File: config.mk
export PLATFORM = sky130hd
export DESIGN_NAME = if_prefetch_flat
export DESIGN_NICKNAME = d
export VERILOG_FILES = /design/src/rtl/if_prefetch_pkg.sv /design/src/rtl/if_prefetch_if.sv /design/src/rtl/if_prefetch_fifo.sv /design/src/rtl/if_prefetch.sv /design/src/flat_wrapper.sv
export SDC_FILE = /design/constraint.sdc
export NUM_CORES = 1
export LEC_CHECK = 0
export CORE_ASPECT_RATIO = 1.25
export CORE_UTILIZATION = 61
export CTS_CLUSTER_DIAMETER = 40
export DETAILED_ROUTE_END_ITERATION = 16
export PLACE_DENSITY = 0.88
export SYNTH_ARGS = -nofsm -noshare
export SYNTH_HDL_FRONTEND = slang
export SYNTH_SLANG_ARGS = --single-unit
File: constraint.sdc
create_clock -name clk -period 5.17 [get_ports clk]
set_clock_uncertainty 0.1 [all_clocks]
set_input_delay 0.517 -clock clk [delete_from_list [all_inputs] [get_ports clk]]
set_output_delay 0.517 -clock clk [all_outputs]
set_load 0.05 [all_outputs]
File: src/rtl/if_prefetch_pkg.sv
`default_nettype none
//==============================================================================
// Module   : if_prefetch_pkg
// Brief    : Shared widths, fetch-FSM encoding and instruction step for the
//            prefetching instruction-fetch stage.
// Revision : 1.0 - initial release
//==============================================================================
package if_prefetch_pkg;

   // Default address / instruction widths
   localparam int INST_ADDR_BUS = 32;
   localparam int INST_BUS      = 32;

   // Byte distance between consecutive instructions
   localparam int INST_STEP     = 4;

   // Fetch FSM: RUN = idle, WAIT = response will be kept,
   // DROP = response belongs to a pre-redirect request and is thrown away
   typedef enum logic [1:0] {
      IF_RUN  = 2'd0,
      IF_WAIT = 2'd1,
      IF_DROP = 2'd2
   } if_state_e;

endpackage : if_prefetch_pkg
`default_nettype wire

File: src/rtl/if_prefetch_if.sv
`default_nettype none
//==============================================================================
// Module   : if_prefetch_if
// Brief    : Memory request/grant/response bus plus the valid/ready
//            instruction bus toward ID, bundled for the fetch stage.
// Revision : 1.0 - initial release
//==============================================================================
interface if_prefetch_if #(
   parameter int ADDR_W = 32,
   parameter int INST_W = 32
);
   // Instruction memory side
   logic              mem_req;
   logic [ADDR_W-1:0] mem_addr;
   logic              mem_gnt;
   logic              mem_rvalid;
   logic [INST_W-1:0] mem_rdata;

   // ID side
   logic              inst_valid;
   logic              inst_ready;
   logic [ADDR_W-1:0] pc;
   logic [INST_W-1:0] inst;

   // Fetch stage view
   modport master (
      output mem_req, mem_addr, inst_valid, pc, inst,
      input  mem_gnt, mem_rvalid, mem_rdata, inst_ready
   );

   // Memory + ID view (the environment around the fetch stage)
   modport slave (
      input  mem_req, mem_addr, inst_valid, pc, inst,
      output mem_gnt, mem_rvalid, mem_rdata, inst_ready
   );

endinterface : if_prefetch_if
`default_nettype wire

File: src/rtl/if_prefetch_fifo.sv
`default_nettype none
//==============================================================================
// Module   : if_prefetch_fifo
// Brief    : Pointer-wrapped prefetch FIFO. Head is read straight out of the
//            registered storage so a word pushed in cycle N is visible at the
//            head in cycle N+1. Flush has priority over push and pop.
// Revision : 1.0 - initial release
//==============================================================================
module if_prefetch_fifo #(
   parameter int WIDTH = 64,
   parameter int DEPTH = 4
) (
   input  wire logic                       clk,
   input  wire logic                       rst_n,
   input  wire logic                       push_i,
   input  wire logic                       pop_i,
   input  wire logic                       flush_i,
   input  wire logic [WIDTH-1:0]           data_i,
   output logic                            full_o,
   output logic                            empty_o,
   output logic [$clog2(DEPTH):0]          count_o,
   output logic [WIDTH-1:0]                head_o
);

   localparam int PTR_W = $clog2(DEPTH);
   localparam int CNT_W = PTR_W + 1;
   localparam logic [CNT_W-1:0] C_DEPTH = CNT_W'(DEPTH);

   logic [WIDTH-1:0] mem_q [DEPTH];
   logic [PTR_W-1:0] wr_ptr_q;
   logic [PTR_W-1:0] rd_ptr_q;
   logic [CNT_W-1:0] count_q;

   logic do_pop;
   logic do_push;

   assign empty_o = (count_q == '0);
   assign full_o  = (count_q == C_DEPTH);
   assign count_o = count_q;
   assign head_o  = mem_q[rd_ptr_q];

   // A push into a full FIFO is only legal when the head leaves the same cycle
   assign do_pop  = pop_i && !empty_o;
   assign do_push = push_i && (!full_o || do_pop);

   // Pointers and occupancy; power-of-two depth lets pointers wrap naturally
   always_ff @(posedge clk or negedge rst_n) begin
      if (!rst_n) begin
         wr_ptr_q <= '0;
         rd_ptr_q <= '0;
         count_q  <= '0;
      end else if (flush_i) begin
         wr_ptr_q <= '0;
         rd_ptr_q <= '0;
         count_q  <= '0;
      end else begin
         if (do_push) begin
            wr_ptr_q <= wr_ptr_q + PTR_W'(1);
         end
         if (do_pop) begin
            rd_ptr_q <= rd_ptr_q + PTR_W'(1);
         end
         case ({do_push, do_pop})
            2'b10:   count_q <= count_q + CNT_W'(1);
            2'b01:   count_q <= count_q - CNT_W'(1);
            default: count_q <= count_q;
         endcase
      end
   end

   // Storage write; cleared on reset so the head reads zero out of reset
   always_ff @(posedge clk or negedge rst_n) begin
      if (!rst_n) begin
         for (int i = 0; i < DEPTH; i++) begin
            mem_q[i] <= '0;
         end
      end else if (do_push && !flush_i) begin
         mem_q[wr_ptr_q] <= data_i;
      end
   end

endmodule : if_prefetch_fifo
`default_nettype wire

File: src/rtl/if_prefetch.sv
`default_nettype none
//==============================================================================
// Module   : if_prefetch
// Brief    : Instruction-fetch stage with a DEPTH-entry prefetch queue. Keeps
//            at most one memory request outstanding, buffers {pc, inst} pairs
//            and hands them to ID under valid/ready. A branch flushes the
//            queue and turns an in-flight request into one to be discarded.
// Revision : 1.0 - initial release
//==============================================================================
module if_prefetch
   import if_prefetch_pkg::*;
#(
   parameter int              ADDR_W   = INST_ADDR_BUS,
   parameter int              INST_W   = INST_BUS,
   parameter int              DEPTH    = 4,
   parameter logic [ADDR_W-1:0] RESET_PC = '0
) (
   input  wire logic              clk,
   input  wire logic              rst_n,
   input  wire logic              branch_i,
   input  wire logic [ADDR_W-1:0] branch_target_i,
   if_prefetch_if.master          bus
);

   localparam int CNT_W = $clog2(DEPTH) + 1;
   localparam logic [CNT_W:0]   C_DEPTH_EXT = (CNT_W + 1)'(DEPTH);
   localparam logic [CNT_W-1:0] C_DEPTH_M1  = CNT_W'(DEPTH - 1);

   // Registered state
   if_state_e         state_q,    state_d;
   logic [ADDR_W-1:0] fetch_pc_q, fetch_pc_d;
   logic [ADDR_W-1:0] req_pc_q,   req_pc_d;

   // FIFO hookup
   logic                     fifo_full;
   logic                     fifo_empty;
   logic [CNT_W-1:0]         fifo_count;
   logic [ADDR_W+INST_W-1:0] fifo_head;
   logic                     push;
   logic                     pop;

   // Handshake terms
   logic [CNT_W:0] occupancy;
   logic           room;
   logic           req;
   logic           grant;
   logic           in_run;
   logic           in_wait;
   logic           in_drop;

   assign in_run  = (state_q == IF_RUN);
   assign in_wait = (state_q == IF_WAIT);
   assign in_drop = (state_q == IF_DROP);

   // Entries held plus the slot reserved for a response we intend to keep
   assign occupancy = {1'b0, fifo_count} + {{CNT_W{1'b0}}, in_wait};
   assign room      = (occupancy < C_DEPTH_EXT);

   // A new request may go out back-to-back with the response that retires
   // the current one; in WAIT that response still needs its own slot.
   assign req = rst_n && !branch_i &&
                ((in_run  && room) ||
                 (in_wait && bus.mem_rvalid && (fifo_count < C_DEPTH_M1)) ||
                 (in_drop && bus.mem_rvalid));

   assign grant = req && bus.mem_gnt;

   assign push = in_wait && bus.mem_rvalid && !branch_i && (!fifo_full || pop);
   assign pop  = bus.inst_valid && bus.inst_ready;

   assign bus.mem_req    = req;
   assign bus.mem_addr   = fetch_pc_q;
   assign bus.inst_valid = !fifo_empty && !branch_i;
   assign bus.pc         = fifo_head[INST_W +: ADDR_W];
   assign bus.inst       = fifo_head[INST_W-1:0];

   // Next-state: redirect beats grant beats plain response retirement
   always_comb begin
      state_d    = state_q;
      fetch_pc_d = fetch_pc_q;
      req_pc_d   = req_pc_q;
      if (branch_i) begin
         fetch_pc_d = branch_target_i;
         if (bus.mem_rvalid) begin
            state_d = IF_RUN;
         end else if (in_wait) begin
            state_d = IF_DROP;
         end
      end else if (grant) begin
         req_pc_d   = fetch_pc_q;
         fetch_pc_d = fetch_pc_q + ADDR_W'(INST_STEP);
         state_d    = IF_WAIT;
      end else if (bus.mem_rvalid && !in_run) begin
         state_d = IF_RUN;
      end
   end

   // FSM and fetch address registers
   always_ff @(posedge clk or negedge rst_n) begin
      if (!rst_n) begin
         state_q    <= IF_RUN;
         fetch_pc_q <= RESET_PC;
         req_pc_q   <= '0;
      end else begin
         state_q    <= state_d;
         fetch_pc_q <= fetch_pc_d;
         req_pc_q   <= req_pc_d;
      end
   end

   if_prefetch_fifo #(
      .WIDTH (ADDR_W + INST_W),
      .DEPTH (DEPTH)
   ) u_fifo (
      .clk     (clk),
      .rst_n   (rst_n),
      .push_i  (push),
      .pop_i   (pop),
      .flush_i (branch_i),
      .data_i  ({req_pc_q, bus.mem_rdata}),
      .full_o  (fifo_full),
      .empty_o (fifo_empty),
      .count_o (fifo_count),
      .head_o  (fifo_head)
   );

endmodule : if_prefetch
`default_nettype wire

File: src/flat_wrapper.sv
// flat-port wrapper written by rule: the top's interface ports become plain ports
module if_prefetch_flat import if_prefetch_pkg::*;
#(
   parameter int              ADDR_W   = INST_ADDR_BUS,
   parameter int              INST_W   = INST_BUS,
   parameter int              DEPTH    = 4,
   parameter logic [ADDR_W-1:0] RESET_PC = '0
)
  (clk, rst_n, branch_i, branch_target_i, bus_mem_req, bus_mem_addr, bus_inst_valid, bus_pc, bus_inst, bus_mem_gnt, bus_mem_rvalid, bus_mem_rdata, bus_inst_ready);
  if_prefetch_if #(.ADDR_W(ADDR_W), .INST_W(INST_W)) bus_i ();
  input  wire logic clk;
  input  wire logic rst_n;
  input  wire logic branch_i;
  input  wire logic [ADDR_W-1:0] branch_target_i;
  output wire logic [$bits(bus_i.mem_req)-1:0] bus_mem_req;
  output wire logic [$bits(bus_i.mem_addr)-1:0] bus_mem_addr;
  output wire logic [$bits(bus_i.inst_valid)-1:0] bus_inst_valid;
  output wire logic [$bits(bus_i.pc)-1:0] bus_pc;
  output wire logic [$bits(bus_i.inst)-1:0] bus_inst;
  input wire logic [$bits(bus_i.mem_gnt)-1:0] bus_mem_gnt;
  input wire logic [$bits(bus_i.mem_rvalid)-1:0] bus_mem_rvalid;
  input wire logic [$bits(bus_i.mem_rdata)-1:0] bus_mem_rdata;
  input wire logic [$bits(bus_i.inst_ready)-1:0] bus_inst_ready;
  assign bus_mem_req = bus_i.mem_req;
  assign bus_mem_addr = bus_i.mem_addr;
  assign bus_inst_valid = bus_i.inst_valid;
  assign bus_pc = bus_i.pc;
  assign bus_inst = bus_i.inst;
  assign bus_i.mem_gnt = bus_mem_gnt;
  assign bus_i.mem_rvalid = bus_mem_rvalid;
  assign bus_i.mem_rdata = bus_mem_rdata;
  assign bus_i.inst_ready = bus_inst_ready;
  if_prefetch #(.ADDR_W(ADDR_W), .INST_W(INST_W), .DEPTH(DEPTH), .RESET_PC(RESET_PC)) u_core (.clk(clk), .rst_n(rst_n), .branch_i(branch_i), .branch_target_i(branch_target_i), .bus(bus_i));
endmodule
; ---- After elaboration in Yosys (flattened, before gate mapping)
; Index checks and enable logic that the tools add are counted.
; W data, S select, Z words.
[word_totals]
register_bits = 329
input_bits = 70
output_inout_bits = 98
elab_cells = 82
[classes]
add_sub_neg = 6
magnitude_cmp = 5
eq_ne = 6
n_mux = 19
n_bitwise = 3
reduce_logical = 33
[op_table]
columns = op, count
row1 = $bwmux W256, 1
row2 = $mux W64, 3
row3 = $bmux W64 S2, 1
row4 = $demux W64 S2, 1
row5 = $mux W32, 2
row6 = $add A32 B3 Y32 const B, 1
row7 = $mux W2, 9
row8 = $logic_and A1 B1 Y1, 16
row9 = $ge A3 B3 Y1 const B, 2
row10 = $not A2 Y3, 2
row11 = $pmux W3 S2, 1
row12 = $reduce_bool A2 Y1, 3
row13 = $reduce_bool A3 Y1, 2
row14 = $add A2 B1 Y2 const B, 2
row15 = $add A3 B1 Y4, 1
row16 = $eq A2 B1 Y1 const B, 2
row17 = $eq A2 B2 Y1 const B, 2
row18 = $logic_not A1 Y1, 4
row19 = $logic_or A1 B1 Y1, 4
row20 = $lt A4 B3 Y1 const B, 1
row21 = $reduce_and A2 Y1, 2
row22 = $add A3 B1 Y3 const B, 1
row23 = $eq A3 B3 Y1 const B, 1
row24 = $logic_not A3 Y1, 1
row25 = 7 further kinds, 7

; ---- Depth between registers and ports, before layout
[logic_depth]
word_depth = 10
depth_mapped = 9
mapped_depth_nobuf = 9

; ---- Cells and area by module
; Synthesis repeated with hierarchy kept, for this count alone.
[hier_totals]
cells_unflattened = 977
hier_area_um2 = 14869.3
[modules_own_cells]
columns = module, instances, cells_each, area_per_inst_um2, seq_area_each_um2
row1 = if_prefetch_fifo, 1, 679, 11498.5, 6581.3
row2 = if_prefetch, 1, 298, 3370.7, 1651.6

; ---- Worst setup path before layout
; Ideal clock, no wire load.
[synth_timing]
path_type = input-to-reg
start = in branch_i
end = reg u_core.u_fifo.count_q[2], in the netlist u_core.u_fifo.count_o[2]
setup_ns = 0.082
t_arrival_ns = 2.492
required_ns = 4.988
setup_slack_ns = 2.496
path_stages = 9
path_cell_list = clkbuf_1 -> nor2_1 -> nand2_1 -> nor2_1 -> fa_1 -> nand2_1 -> o32ai_1 -> nand2b_1 -> a31oi_1
[synth_via]
elab_chain_len = 9
[synth_lines]
columns = element, line_no
row1 = from (decl), flat_wrapper.sv:13  ; input wire logic branch_i;
row2 = $logic_not A1 Y1 *, if_prefetch.sv:73  ; assign bus.inst_valid = !fifo_empty && !branch_i;
row3 = $logic_and A1 B1 Y1 *, if_prefetch.sv:73
row4 = net bus_inst_valid, flat_wrapper.sv:17  ; output wire logic [$bits(bus_i.inst_valid)-1:0] bus_inst_valid;
row5 = $logic_and A1 B1 Y1 *, if_prefetch.sv:69  ; assign pop = bus.inst_valid && bus.inst_ready;
row6 = $logic_or A1 B1 Y1 or $logic_and A1 B1 Y1 (tied branches), "if_prefetch.sv:68, if_prefetch_fifo.sv:43"
row7 = $logic_and A1 B1 Y1 or $logic_or A1 B1 Y1 (tied branches), "if_prefetch.sv:68, if_prefetch_fifo.sv:44"
row8 = $logic_and A1 B1 Y1, if_prefetch_fifo.sv:44  ; assign do_push = push_i && (!full_o || do_pop);
row9 = $eq A2 B1 Y1 or $eq A2 B2 Y1 (tied branches), if_prefetch_fifo.sv:63  ; case ({do_push, do_pop})
row10 = $pmux W3 S2, if_prefetch_fifo.sv:63
row11 = $mux W3, if_prefetch_fifo.sv:52  ; end else if (flush_i) begin
row12 = to (signal assigned), if_prefetch_fifo.sv:64  ; 2'b10: count_q <= count_q + CNT_W'(1);
row13 = to (signal assigned), if_prefetch_fifo.sv:65  ; 2'b01: count_q <= count_q - CNT_W'(1);
row14 = to (signal assigned), if_prefetch_fifo.sv:66  ; default: count_q <= count_q;
row15 = to (decl), if_prefetch_fifo.sv:32  ; logic [CNT_W-1:0] count_q;
; Mark *: on every way through the listed nets, which the timed path passes. The rest lies on a longest branch.
; A chain may end at the register's enable or synchronous reset.

; ---- Final worst setup path
[layout_timing]
start = reg u_core.u_fifo.rd_ptr_q[0]
end = out bus_pc[12]
[layout_via]
elab_chain_len = 4
[layout_lines]
columns = element, line_no
row1 = from (decl), if_prefetch_fifo.sv:31  ; logic [PTR_W-1:0] rd_ptr_q;
row2 = from (signal assigned), if_prefetch_fifo.sv:61  ; rd_ptr_q <= rd_ptr_q + PTR_W'(1);
row3 = $not A2 Y3 (implied by the code), if_prefetch_fifo.sv:40  ; assign head_o = mem_q[rd_ptr_q];
row4 = $bmux W64 S2, if_prefetch_fifo.sv:40
row5 = $mux W64 (implied by the code) (2 in a row), if_prefetch_fifo.sv:40
row6 = to (decl), flat_wrapper.sv:18  ; output wire logic [$bits(bus_i.pc)-1:0] bus_pc;
; Every way passes these cells. The select of a mux whose other input is x is not followed.

==> out/qor.yml <==
intPower_uw: 5460
final-setup-viol-count: 0
r2r_cells: 5
rsz0062_at_grt: "no"
path_clk_slew_ns: 0.06
cts_buffer_depth: 3
crit_buf_inv: 2
grt_max_degree: 171
numClockSinks: 329
fin_nets: 1245
yosys.area.top_type_share_pct: 55.8
final.setup.tns_ns: 0
relSlewSlack_pct: 12.7
post_cts_buffers: 0
dp_cells: 1455
rrSetupSlack_ns: 2.09
power_switching_uw: 2730
ir_drop_mv: 0.290
dp_slack_ns: 1.53
rows: 63
holdPathStages: 2
p_sw_share_pct: 33.3
clk_latency_ns: 0.51
root_buffer: "clkbuf_16"
grt.total_usage_pct: 26.3
async_flop_share_pct: 100
finalCritPeriodShare_pct: 72.2
layout.cells.non_filler: 1518
hold_class: "in2reg"
ys_seq_area_share_pct: 55.8
vias: 9109
cp.arrival_ns: 3.11
hold_ws_ns: 0.345
cp_cell_sequence: "buf_12 -> mux4_2 -> clkdlybuf4s50_1"
ys_ff_latch: 329
firstDrtPassIters: 5
synth_cell_types: 55
io_buffer_count: 167
antenna_found_initial: 0
slew_viol_final: 0
routed_wl_mm: 30.9
status: "complete, no violations"
drive_gt1_share_pct: 13.2
drtIter0Drc: 473
synth_top_area_cell: "dfrtp_1"
grt_pass1_vias: 9804
start_util_pct: 62.2
syn-cell-area_mm2: 0.0148
post_cts_resized: 0
ys_dominant_reg_cell: "dfrtp_1"
worst-path-stages: 3
critPathRequiredTime_ns: 4.55
numCtsBuffers: 36
die_area_mm2: 0.0248
antenna_cells: 0
synth.area.top_cells: "dfrtp_1 (56%), mux2_1 (18%), mux4_2 (9.8%)"
die_h_um: 176
leakage_uw: 0.00828
avgSynthCellArea_um2: 14.4
power_frac_seq_pct: 39.6
p_per_area_mw_per_mm2: 464
max_stage_delay_ns: 0.90
critPathLaunchType: "register"
setup_slack_ns: 1.44
synth_nets: 1100
fmax_mhz: 268
dpl.hpwl_mm: 18.1
design.core.area_mm2: 0.0237
pwr-share-comb_pct: 29.0
period_needed_ns: 3.73
drv_cap: 0
ctsHtreeMaxLevel: 2
power.share.clock_pct: 31.4
gr-total-overflow: 0
globalplace.congestion: 0.847
synth_edf_count: 0
crit_fanout: 35
avgViaCountPerCell: 6.00
critical_path.top_delay_family: "buffers and inverters"
tightest_slew_ns: 1.31
ys_warn_count: 0
grt_first_pass_wirelength_mm: 50.8
cts_tree: "yes"
end_kind: "output port"
antenna_left: 0
critical_path_class: "reg2out"
drc: 0
syn2layout_area_growth_pct: 19.7
cpMaxStageDelayCell: "dfrtp_4"
syn_inst: 1024
chipWidth_um: 141
routedWlPerCell_um: 20.4
hold_viol: 0
io-pin-count: 168
cells in the mapped netlist, types with 5 or more instances:
| library cell | instances |
|---|---|
| dfrtp_1 | 329 |
| mux2_1 | 240 |
| nand2_1 | 130 |
| mux4_2 | 64 |
| clkbuf_1 | 28 |
| buf_6 | 24 |
| mux2_2 | 21 |
| o21ai_0 | 18 |
| nand3_1 | 16 |
| nand4_1 | 16 |
| nor2_1 | 11 |
| buf_2 | 10 |
| xor2_1 | 10 |
| o211ai_1 | 9 |
| and2_1 | 7 |
| and3_1 | 7 |
| nor3_1 | 7 |
| inv_1 | 6 |
| xnor2_1 | 6 |
| ha_1 | 5 |
layer usage:
metal	up-vias	GRT usage (%)	wire (um)
met5	-	0	0
met4	0	10.2	855
met3	60	3.79	1410
met2	298	44.3	15500
met1	4727	34.7	13100
li1	4024	-	-
registers in the layout (all words and copies together) (netlist names):
name / flops
u_core.u_fifo.mem_q: 256
u_core.state_q: 2
u_core.u_fifo.rd_ptr_q: 2
u_core.bus.mem_addr: 32
u_core.u_fifo.wr_ptr_q: 2
u_core.u_fifo.count_o: 3
u_core.req_pc_q: 32
layout by cell type (no fill, tap or decap), drive strengths merged, types with 4 or more instances in the layout:
cell	count
nor3	7
mux2	261
and3	7
xor2	10
bufinv	5
xnor2	6
inv	6
nand2b	4
dfrtp	329
clkinv	11
nand2	130
clkbuf	42
clkdlybuf4s50	165
nand4	16
o21ai	18
nor2	11
o211ai	9
ha	5
buf	7
mux4	64
nand3	16
and2	7
mux2i	4
or3	4
clkinvlp	4
logic make-up after synthesis:
kind of cell | synth area share (%)
simple gates | 7.04
fa+ha+maj | 0.559
xor+xnor | 0.949
flops | 55.8
buf+inv | 3.24
compound gates | 2.48
mux | 29.9
final cells by class:
class	instances	area, um^2
timing repair buffer	173	1740
clock buffer	42	945
clock inverter	20	250
inverter	6	22.5
multi-input combinational	623	6060
sequential	329	8240
fill	1425	6060
tap	325	407
path summary, 6_finish.rpt:
check                                                           start                               endpoint
worst min-delay path                                         branch_i  u_core.u_fifo.rd_ptr_q[1]$_DFFE_PN0P_
worst max register to register   u_core.u_fifo.count_o[2]$_DFFE_PN0P_    u_core.bus.mem_addr[27]$_DFFE_PN0P_
worst min register to register   u_core.u_fifo.mem_q[102]$_DFFE_PN0P_   u_core.u_fifo.mem_q[102]$_DFFE_PN0P_
worst max-delay path            u_core.u_fifo.rd_ptr_q[0]$_DFFE_PN0P_                             bus_pc[12]
max in group asynchronous                                       rst_n  u_core.u_fifo.rd_ptr_q[1]$_DFFE_PN0P_
min in group asynchronous                                       rst_n    u_core.bus.mem_addr[27]$_DFFE_PN0P_
through the flow:
step	utilization, %	total power [uW]	instance area (um^2)
after detailed placement	69.4	5660	16500
after CTS	74.5	8250	17700
after global placement	69.4	5590	16500
final	74.5	8190	17700
after global routing	74.5	8490	17700
after floorplan	-	4810	14800
power groups by stage:
| stage | combinational [uW] | sequential, uW | clock (uW) |
|---|---|---|---|
| CTS | 2400 | 3230 | 2610 |
| finish | 2380 | 3240 | 2570 |
| global route | 2490 | 3290 | 2710 |
| global placement | 2350 | 3250 | 0 |
| detailed placement | 2380 | 3270 | 0 |
| floorplan | 1580 | 3230 | 0 |
worst reg2reg max path, delay by kind of cell, from the launching register on:
family           cells  cell delay (ns)
flip-flops           1             0.45
AO/OA/AOI/OAI        2             0.81
AND/OR/NAND/NOR      3             1.64
repair_timing:
action | CTS | global route
endpoints found under the setup margin | 0 | 0
hold buffers | 1 | 0
hold endpoints to repair | 84 | 0
(Power assumes the default switching activity.)
